File: src/rtl/qspi_fpu_mailbox.sv
// Mailbox command engine on RAM port B: polls CMD, fetches operands, drives the FPU
// handshake, then writes the result and status back into the shared RAM.
module qspi_fpu_mailbox #(
    parameter int unsigned ADDR_W  = 32,
    parameter int unsigned BASE    = 0,
    parameter int unsigned TIMEOUT = 256
) (
    input  logic              clk,
    input  logic              rst_n,
    output logic [ADDR_W-1:0] addr,
    input  logic [7:0]        data_in,
    output logic [7:0]        data_out,
    output logic              wen,
    output logic [1:0]        fpu_op,
    output logic [31:0]       fpu_a,
    output logic [31:0]       fpu_b,
    output logic              fpu_valid,
    input  logic              fpu_ready,
    input  logic              fpu_res_valid,
    input  logic [31:0]       fpu_res,
    output logic              busy,
    output logic              done
);

    localparam int unsigned CW = ($clog2(TIMEOUT) > 4) ? $clog2(TIMEOUT) : 4;

    typedef enum logic [3:0] {
        S_IDLE, S_POLL, S_ACCEPT, S_FETCH, S_ISSUE, S_WAIT_RES,
        S_WR_RES, S_CLR, S_ERR_CLR, S_STAT, S_ERR_STAT
    } state_t;

    state_t      r_state, w_next;
    logic [CW-1:0] r_cnt;
    logic [31:0] r_a, r_b, r_res;
    logic [1:0]  r_op;
    logic [3:0]  w_off;
    logic [2:0]  w_idx;

    assign w_idx     = r_cnt[2:0] - 3'd1;
    assign fpu_a     = r_a;
    assign fpu_b     = r_b;
    assign fpu_op    = r_op;
    assign addr      = ADDR_W'(BASE) + ADDR_W'(w_off);

    always_comb begin
        w_next    = r_state;
        w_off     = 4'h0;
        data_out  = 8'h00;
        wen       = 1'b0;
        busy      = 1'b0;
        done      = 1'b0;
        fpu_valid = 1'b0;
        case (r_state)
            S_IDLE: w_next = S_POLL;
            S_POLL: begin
                if (!data_in[7])     w_next = S_IDLE;
                else if (data_in[2]) w_next = S_ERR_CLR;
                else                 w_next = S_ACCEPT;
            end
            S_ACCEPT: begin
                w_off    = 4'h1;
                data_out = 8'h01;
                wen      = 1'b1;
                busy     = 1'b1;
                w_next   = S_FETCH;
            end
            S_FETCH: begin
                // Addresses issued on counts 0-7; count 8 only collects the last byte.
                busy  = 1'b1;
                w_off = 4'h4 + {1'b0, r_cnt[2:0]};
                if (r_cnt == CW'(8)) w_next = S_ISSUE;
            end
            S_ISSUE: begin
                busy      = 1'b1;
                fpu_valid = 1'b1;
                if (fpu_ready) w_next = S_WAIT_RES;
            end
            S_WAIT_RES: begin
                busy = 1'b1;
                if (fpu_res_valid)                 w_next = S_WR_RES;
                else if (r_cnt == CW'(TIMEOUT - 1)) w_next = S_ERR_CLR;
            end
            S_WR_RES: begin
                busy     = 1'b1;
                wen      = 1'b1;
                w_off    = 4'hC + {2'b00, r_cnt[1:0]};
                data_out = r_res[{r_cnt[1:0], 3'b000} +: 8];
                if (r_cnt[1:0] == 2'd3) w_next = S_CLR;
            end
            S_CLR: begin
                busy   = 1'b1;
                wen    = 1'b1;
                w_next = S_STAT;
            end
            S_ERR_CLR: begin
                busy   = 1'b1;
                wen    = 1'b1;
                w_next = S_ERR_STAT;
            end
            S_STAT: begin
                w_off    = 4'h1;
                data_out = 8'h80;
                wen      = 1'b1;
                done     = 1'b1;
                w_next   = S_IDLE;
            end
            S_ERR_STAT: begin
                w_off    = 4'h1;
                data_out = 8'hC0;
                wen      = 1'b1;
                done     = 1'b1;
                w_next   = S_IDLE;
            end
            default: w_next = S_IDLE;
        endcase
    end

    always_ff @(posedge clk) begin
        if (!rst_n) begin
            r_state <= S_IDLE;
            r_cnt   <= '0;
            r_a     <= '0;
            r_b     <= '0;
            r_res   <= '0;
            r_op    <= '0;
        end else begin
            r_state <= w_next;
            // One shared counter: restarts on every state change.
            r_cnt   <= (w_next != r_state) ? '0 : r_cnt + CW'(1);
            if (r_state == S_POLL && w_next == S_ACCEPT)
                r_op <= data_in[1:0];
            if (r_state == S_FETCH && r_cnt != '0) begin
                if (w_idx[2]) r_b[{w_idx[1:0], 3'b000} +: 8] <= data_in;
                else          r_a[{w_idx[1:0], 3'b000} +: 8] <= data_in;
            end
            if (r_state == S_WAIT_RES && fpu_res_valid)
                r_res <= fpu_res;
        end
    end

endmodule

File: config.mk
export PLATFORM = sky130hd
export DESIGN_NAME = qspi_fpu_mailbox
export DESIGN_NICKNAME = d
export VERILOG_FILES = /design/src/rtl/qspi_fpu_mailbox.sv
export SDC_FILE = /design/constraint.sdc
export NUM_CORES = 1
export LEC_CHECK = 0
export CAP_MARGIN = 20
export CORE_UTILIZATION = 30
export DETAILED_ROUTE_END_ITERATION = 16
export GPL_TIMING_DRIVEN = 0
export MAX_ROUTING_LAYER = met4
export PLACE_DENSITY = 0.55
export SYNTH_ARGS = -nofsm -noshare
export SYNTH_HDL_FRONTEND = slang
export SYNTH_SLANG_ARGS = --single-unit
File: constraint.sdc
create_clock -name clk -period 2.31 [get_ports clk]
set_input_delay 0.3465 -clock clk [delete_from_list [all_inputs] [get_ports clk]]
set_output_delay 0.3465 -clock clk [all_outputs]
set_load 0.01 [all_outputs]
; Yosys cells after proc, flatten, opt, wreduce, memory -nomap -nowiden
; Index checks and enable logic that the tools add are counted.
[op_classes]
n_reduce_logical = 12
n_shift = 3
n_bitwise = 2
eq_ne = 15
n_mux = 16
addsub = 5
[op_table]
columns = op, count
row1 = 32-bit bitwise mux, 2
row2 = 4-bit case mux with 9 select lines, 1
row3 = 8-bit case mux with 4 select lines, 1
row4 = 8-bit by 7-bit variable shift with 32-bit output (first input constant), 1
row5 = 32-bit by 6-bit indexed part select with 8-bit output, 1
row6 = 8-bit by 7-bit indexed part select with 32-bit output, 1
row7 = 4-bit two-way mux, 7
row8 = 4-bit by 3-bit equality test with 1-bit output (second input constant), 4
row9 = 4-bit by 2-bit equality test with 1-bit output (second input constant), 3
row10 = 4-bit equality test (second input constant), 3
row11 = 4-bit case mux with 3 select lines, 1
row12 = 3-bit by 3-bit adder with 4-bit output (first input constant), 2
row13 = 8-bit by 1-bit adder with 8-bit output (second input constant), 1
row14 = 8-bit by 4-bit equality test with 1-bit output (second input constant), 1
row15 = 8-bit equality test (second input constant), 1
row16 = 8-bit nonzero test, 1
row17 = 5-bit negation with 7-bit output, 1
row18 = 7-bit OR reduction, 1
row19 = 6-bit OR reduction, 1
row20 = 4-bit by 1-bit equality test with 1-bit output (second input constant), 1
row21 = 4-bit logical NOT, 1
row22 = 1-bit two-way mux, 4
row23 = 4-bit inequality test, 1
row24 = 2-bit AND reduction, 2
row25 = 6 further kinds, 10
[totals]
word_cells = 59
input_bits = 44
out_inout_bits = 110
reg_bits = 110

; Longest topological paths before layout
; Gate-level depths: netlist of run 1.
[depth]
word_depth = 6
ltp_mapped = 8
ltp_nobuf = 7

; Worst setup path after synthesis of run 1
; No wires, ideal clock.
[synth_path]
kind = register to register
startpoint = register r_cnt[1]
endpoint = register r_b[0] (netlist: fpu_b[0])
path_buffers = 1
path_slack_ns = 0.019
synth_period_minus_slack_ns = 2.291
stages_incl_launch_ff = 9
setup_ns = 0.128
required_ns = 2.182
t_arrival_ns = 2.164
path_cell_list = dfxtp_1 -> clkbuf_1 -> inv_1 -> ha_1 -> nor3b_2 -> a211oi_4 -> nand2_4 -> mux2i_1 -> nor2_1
[synth_between]
elab_chain_len = 4
elab_cells_between_ends = 8
classes_between = add/sub (2) / shift (2) / mux (1) / reduce/logical (3)
[synth_rtl]
columns = element, line_no
row1 = from (decl), 33  ; logic [CW-1:0] r_cnt;
row2 = from (signal assigned), 129  ; r_cnt <= (w_next != r_state) ? '0 : r_cnt + CW'(1);
row3 = 3-bit by 1-bit subtractor with 3-bit output, 39  ; assign w_idx = r_cnt[2:0] - 3'd1;
row4 = 5-bit negation with 7-bit output, 133  ; if (w_idx[2]) r_b[{w_idx[1:0], 3'b000} +: 8] <= data_in;
row5 = 8-bit by 7-bit indexed part select with 32-bit output / 8-bit by 7-bit variable shift with 32-bit output (equally long branches), 133
row6 = 32-bit bitwise mux, 133
row7 = "to (signal, indexed assignment)", 133
row8 = to (decl), 34  ; logic [31:0] r_a, r_b, r_res;
; Several ways; a longest one is shown, not always the timed one.
; A chain may end at the register's enable or synchronous reset.

; Worst setup path after layout of run 1
[layout_path]
startpoint = register r_state[0]
endpoint = output port done
[layout_between]
elab_chain_len = 3
elab_cells_between_ends = 4
classes_between = eq/ne (2) / mux (1) / reduce/logical (1)
[layout_rtl]
columns = element, line_no
row1 = from (decl), 32  ; state_t r_state, w_next;
row2 = from (signal assigned), 127  ; r_state <= w_next;
row3 = 4-bit equality test, 53  ; case (r_state)
row4 = 2-bit OR reduction (no source line) (*), --
row5 = 1-bit two-way mux (*), 53
row6 = to (decl), 22  ; output logic done
; Mark *: on every way between the ends. The rest lies on a longest branch, timed or not.

==> results of run 1 <==
==> power groups by stage <==
stage / Sequential (mW) / Combinational, mW / Clock [mW]
after CTS: 1.91 / 0.453 / 1.80
after global routing: 1.91 / 0.499 / 1.86
after detailed placement: 1.95 / 0.435 / 0
after floorplan: 1.95 / 0.261 / 0
final: 1.91 / 0.462 / 1.76
after global placement: 1.95 / 0.429 / 0
==> synthesized netlist by cell type (2+ instances only) <==
| cell | count | share of area, % |
|---|---|---|
| nor2b_1 | 6 | 0.72 |
| and2_1 | 32 | 3.8 |
| nand3_1 | 4 | 0.38 |
| o21ai_0 | 6 | 0.58 |
| nand4_1 | 4 | 0.48 |
| nor3_1 | 8 | 0.77 |
| ha_1 | 6 | 1.4 |
| nor4_1 | 8 | 0.96 |
| xnor2_1 | 6 | 1.0 |
| a21oi_1 | 38 | 3.7 |
| mux4_2 | 8 | 3.5 |
| a211oi_4 | 2 | 0.77 |
| nand3b_1 | 2 | 0.29 |
| nand2b_1 | 2 | 0.24 |
| xor2_1 | 2 | 0.34 |
| nand2_1 | 74 | 5.3 |
| nor3b_1 | 2 | 0.29 |
| a31oi_1 | 2 | 0.24 |
| inv_1 | 9 | 0.65 |
| buf_2 | 3 | 0.29 |
| o31ai_1 | 2 | 0.29 |
| dfxtp_1 | 110 | 42 |
| nand2_4 | 8 | 1.7 |
| nor2_1 | 74 | 5.3 |
| clkbuf_1 | 21 | 1.5 |
| buf_4 | 33 | 4.8 |
| mux2i_1 | 66 | 13 |
==> metal layers <==
| layer | GRT usage [%] | up-vias | wire (um) |
|---|---|---|---|
| met3 | 3.92 | 18 | 812 |
| li1 | - | 2196 | - |
| met5 | - | - | 0 |
| met1 | 21.1 | 2126 | 6780 |
| met2 | 30.8 | 121 | 7610 |
| met4 | 6.57 | 0 | 278 |
==> registers in the layout, summed over array words and instances, names as in the netlist <==
register / count
r_res: 32
fpu_b: 32
fpu_a: 32
r_cnt: 8
r_state: 4
fpu_op: 2
==> stage by stage <==
stage                     setup WS (ns)  total power [mW]
after floorplan                  0.0187              2.21
after global placement           -0.472              2.38
after detailed placement         -0.517              2.39
after CTS                       0.00339              4.16
after global routing            0.00323              4.27
final                            0.0475              4.13
==> layout by cell type, fill, tap and decap left out, types with 3 or more instances in the layout <==
master / n
buf_2: 4
ha_1: 5
nor2b_2: 3
clkbuf_1: 18
o21ai_0: 6
nor3_1: 5
nand4_1: 4
nand3_1: 4
conb_1: 28
and2_1: 32
nor2_1: 73
dfxtp_1: 107
nor3_2: 4
nor2b_1: 3
nand2_4: 8
bufinv_16: 3
clkdlybuf4s50_1: 111
mux4_2: 8
clkbuf_16: 9
nand2_1: 74
a21oi_1: 36
clkbuf_2: 6
xnor2_1: 6
buf_6: 4
mux2i_1: 66
buf_4: 35
nor4_1: 8
dlygate4sd2_1: 4
inv_1: 9
==> path summary, 6_finish.rpt <==
kind	to	depth (start not counted)
min	r_res[18]$_SDFFE_PN0P_	2
max	done	4
min reg2reg	r_res[18]$_SDFFE_PN0P_	2
max reg2reg	fpu_a[11]$_SDFFE_PN0P_	9
==> layout make-up <==
| cell class | instances | share of cell area, % |
|---|---|---|
| Multi-Input combinational cell | 415 | 37.9 |
| Sequential cell | 110 | 30.2 |
| Timing Repair Buffer | 132 | 17.7 |
| Buffer | 58 | 5.45 |
| Tap cell | 220 | 3.76 |
| Clock buffer | 10 | 3.13 |
| Clock inverter | 6 | 1.50 |
| Inverter | 9 | 0.461 |
==> logic make-up after synthesis <==
group | after synthesis | share of synthesized area [%]
adder cells (fa/ha/maj) | 6 | 1.44
XOR/XNOR | 8 | 1.35
flip-flops | 110 | 42.3
other | 1 | 0.0720
AO/OA/AOI/OAI | 60 | 7.35
buffers and inverters | 67 | 7.43
multiplexers | 75 | 16.6
AND/OR/NAND/NOR | 238 | 23.5
==> worst min-delay path: cells and delay by family, from the launching register on <==
family | cells | cell delay [ns]
AND/OR/NAND/NOR | 1 | 0.05
AO/OA/AOI/OAI | 1 | 0.05
flip-flops | 1 | 0.31
==> timing repair <==
action | in CTS | in global routing
gates resized for setup | 49 | 21
gates cloned | 0 | 1
pin swaps | 3 | 0
endpoints found under the setup margin | 87 | 28
setup buffers | 5 | 1
==> impl_metrics.toml, run 1 <==
[run_status]
outcome = "completed"

[grt]
grt_pass1_vias = 4668
grt-ovfl-total = 0
grt_pass1_wl_mm = 24.5
grt_use_total_pct = 18.2
grt_max_degree = 18
antenna_found_initial = 0

[timing]
fin_crit_ns = 2.26
rsz0062_at_grt = "false"
max_freq_mhz = 442
period_share_pct = 97.9
clock_skew_ns = 0.00533
hold_ws_ns = 0.456
finalSetupViolCount = 0
maxSlewViolCount = 0
finalSetupTns_ns = 0
tightest_slew_ns = 0.575
slew_headroom_pct = 61.6
hold_viol = 0

[worst_setup_path]
slowest_delay_ns = 0.58
crit_chain = "buf_6 > or2b_4 > a21oi_2 > clkdlybuf4s50_1"
critPathLaunchType = "register"
cp.arrival_ns = 1.92
worstPathMaxFanout = 10
timing.critical_path.buf_inv = 2
critPathTopFamily = "buffers and inverters"
r2r_start = "r_cnt[1]$_SDFF_PP0_"
cpMaxStageDelayCell = "clkdlybuf4s50_1"
r2r_setup_slack_ns = 0.16
critPathRequiredTime_ns = 1.96
path_class = "register to primary output"
crit_path_end_kind = "primary output"
crit_start = "r_state[0]$_SDFF_PN0_"

[cells_and_area]
fill_cells = 1637
nets = 785
antennaDiodeCount = 0
drive_gt1_share_pct = 15.7
regArea_um2 = 2210
stdcell_count = 960
multi_input_area_um2 = 2780
final_core_util_pct = 43.7
areaGrowthSynthToFinish_pct = 40.7
design_area_um2 = 7320

[placement]
gp_congestion = 0.796
place_area_um2 = 6830
dp.cells = 937
place_hpwl_mm = 11.6
numPortBuffers = 125

[routing]
drt_pass1_iterations = 4
wl_mm = 15.5
wl_per_cell_um = 16.1
drt_iter0_drc = 232
drtAntennaViolNets = 0
num_vias = 4461
via_per_inst = 4.65
drc = 0

[cts]
cts_tree = "built"
ctsHoldBuffers = 0
htree_levels = 3
cts_buffers = 9
clock_sinks = 110
root_buffer = "clkbuf_16"
clk_latency_ns = 0.35
clkTransAtPathRegs_ns = 0.07
cts_buffer_depth = 2

[pwr]
clockPowerShare_pct = 42.6
power_density_nw_per_um2 = 564
p_leak_nw = 3.25
p_switching_mw = 0.954
pwr-share-comb_pct = 11.2
p_sw_share_pct = 23.1
p_seq_share_pct = 46.2
p_int_mw = 3.18
ir_drop_mv = 0.363

[worst_hold_path]
hold_start = "r_res[18]$_SDFFE_PN0P_"
min_path_type = "register to register"

[synth]
synth_warnings = 0
avgSynthCellArea_um2 = 9.21
synthCells = 565
ys_async_sr_fraction_pct = 0
yosys.cell_types.count = 54
ys_ff_latch = 110
synth_flop_cell = "dfxtp_1"
synth-edff-count = 0
yosysSeqAreaShare_pct = 42.3
synthesis.area_um2 = 5210

[floorplan]
rows = 47
die_w_um = 134
start_util_pct = 31.1
die_y_um = 134
die-area_um2 = 17900
core_um2 = 16800
io_pins = 154

[flow_run]
maxCapViolations = 0
(Power assumes the default switching activity.)
==> run 2, diff against run 1 <==
--- a/config.mk
+++ b/config.mk
@@ -5,7 +5,6 @@
 export SDC_FILE = /design/constraint.sdc
 export NUM_CORES = 1
 export LEC_CHECK = 0
-export CAP_MARGIN = 20
 export CORE_UTILIZATION = 30
 export DETAILED_ROUTE_END_ITERATION = 16
 export GPL_TIMING_DRIVEN = 0
==> results of run 2 <==
The final DEF is identical to that of run 1; final timing and power are the same.
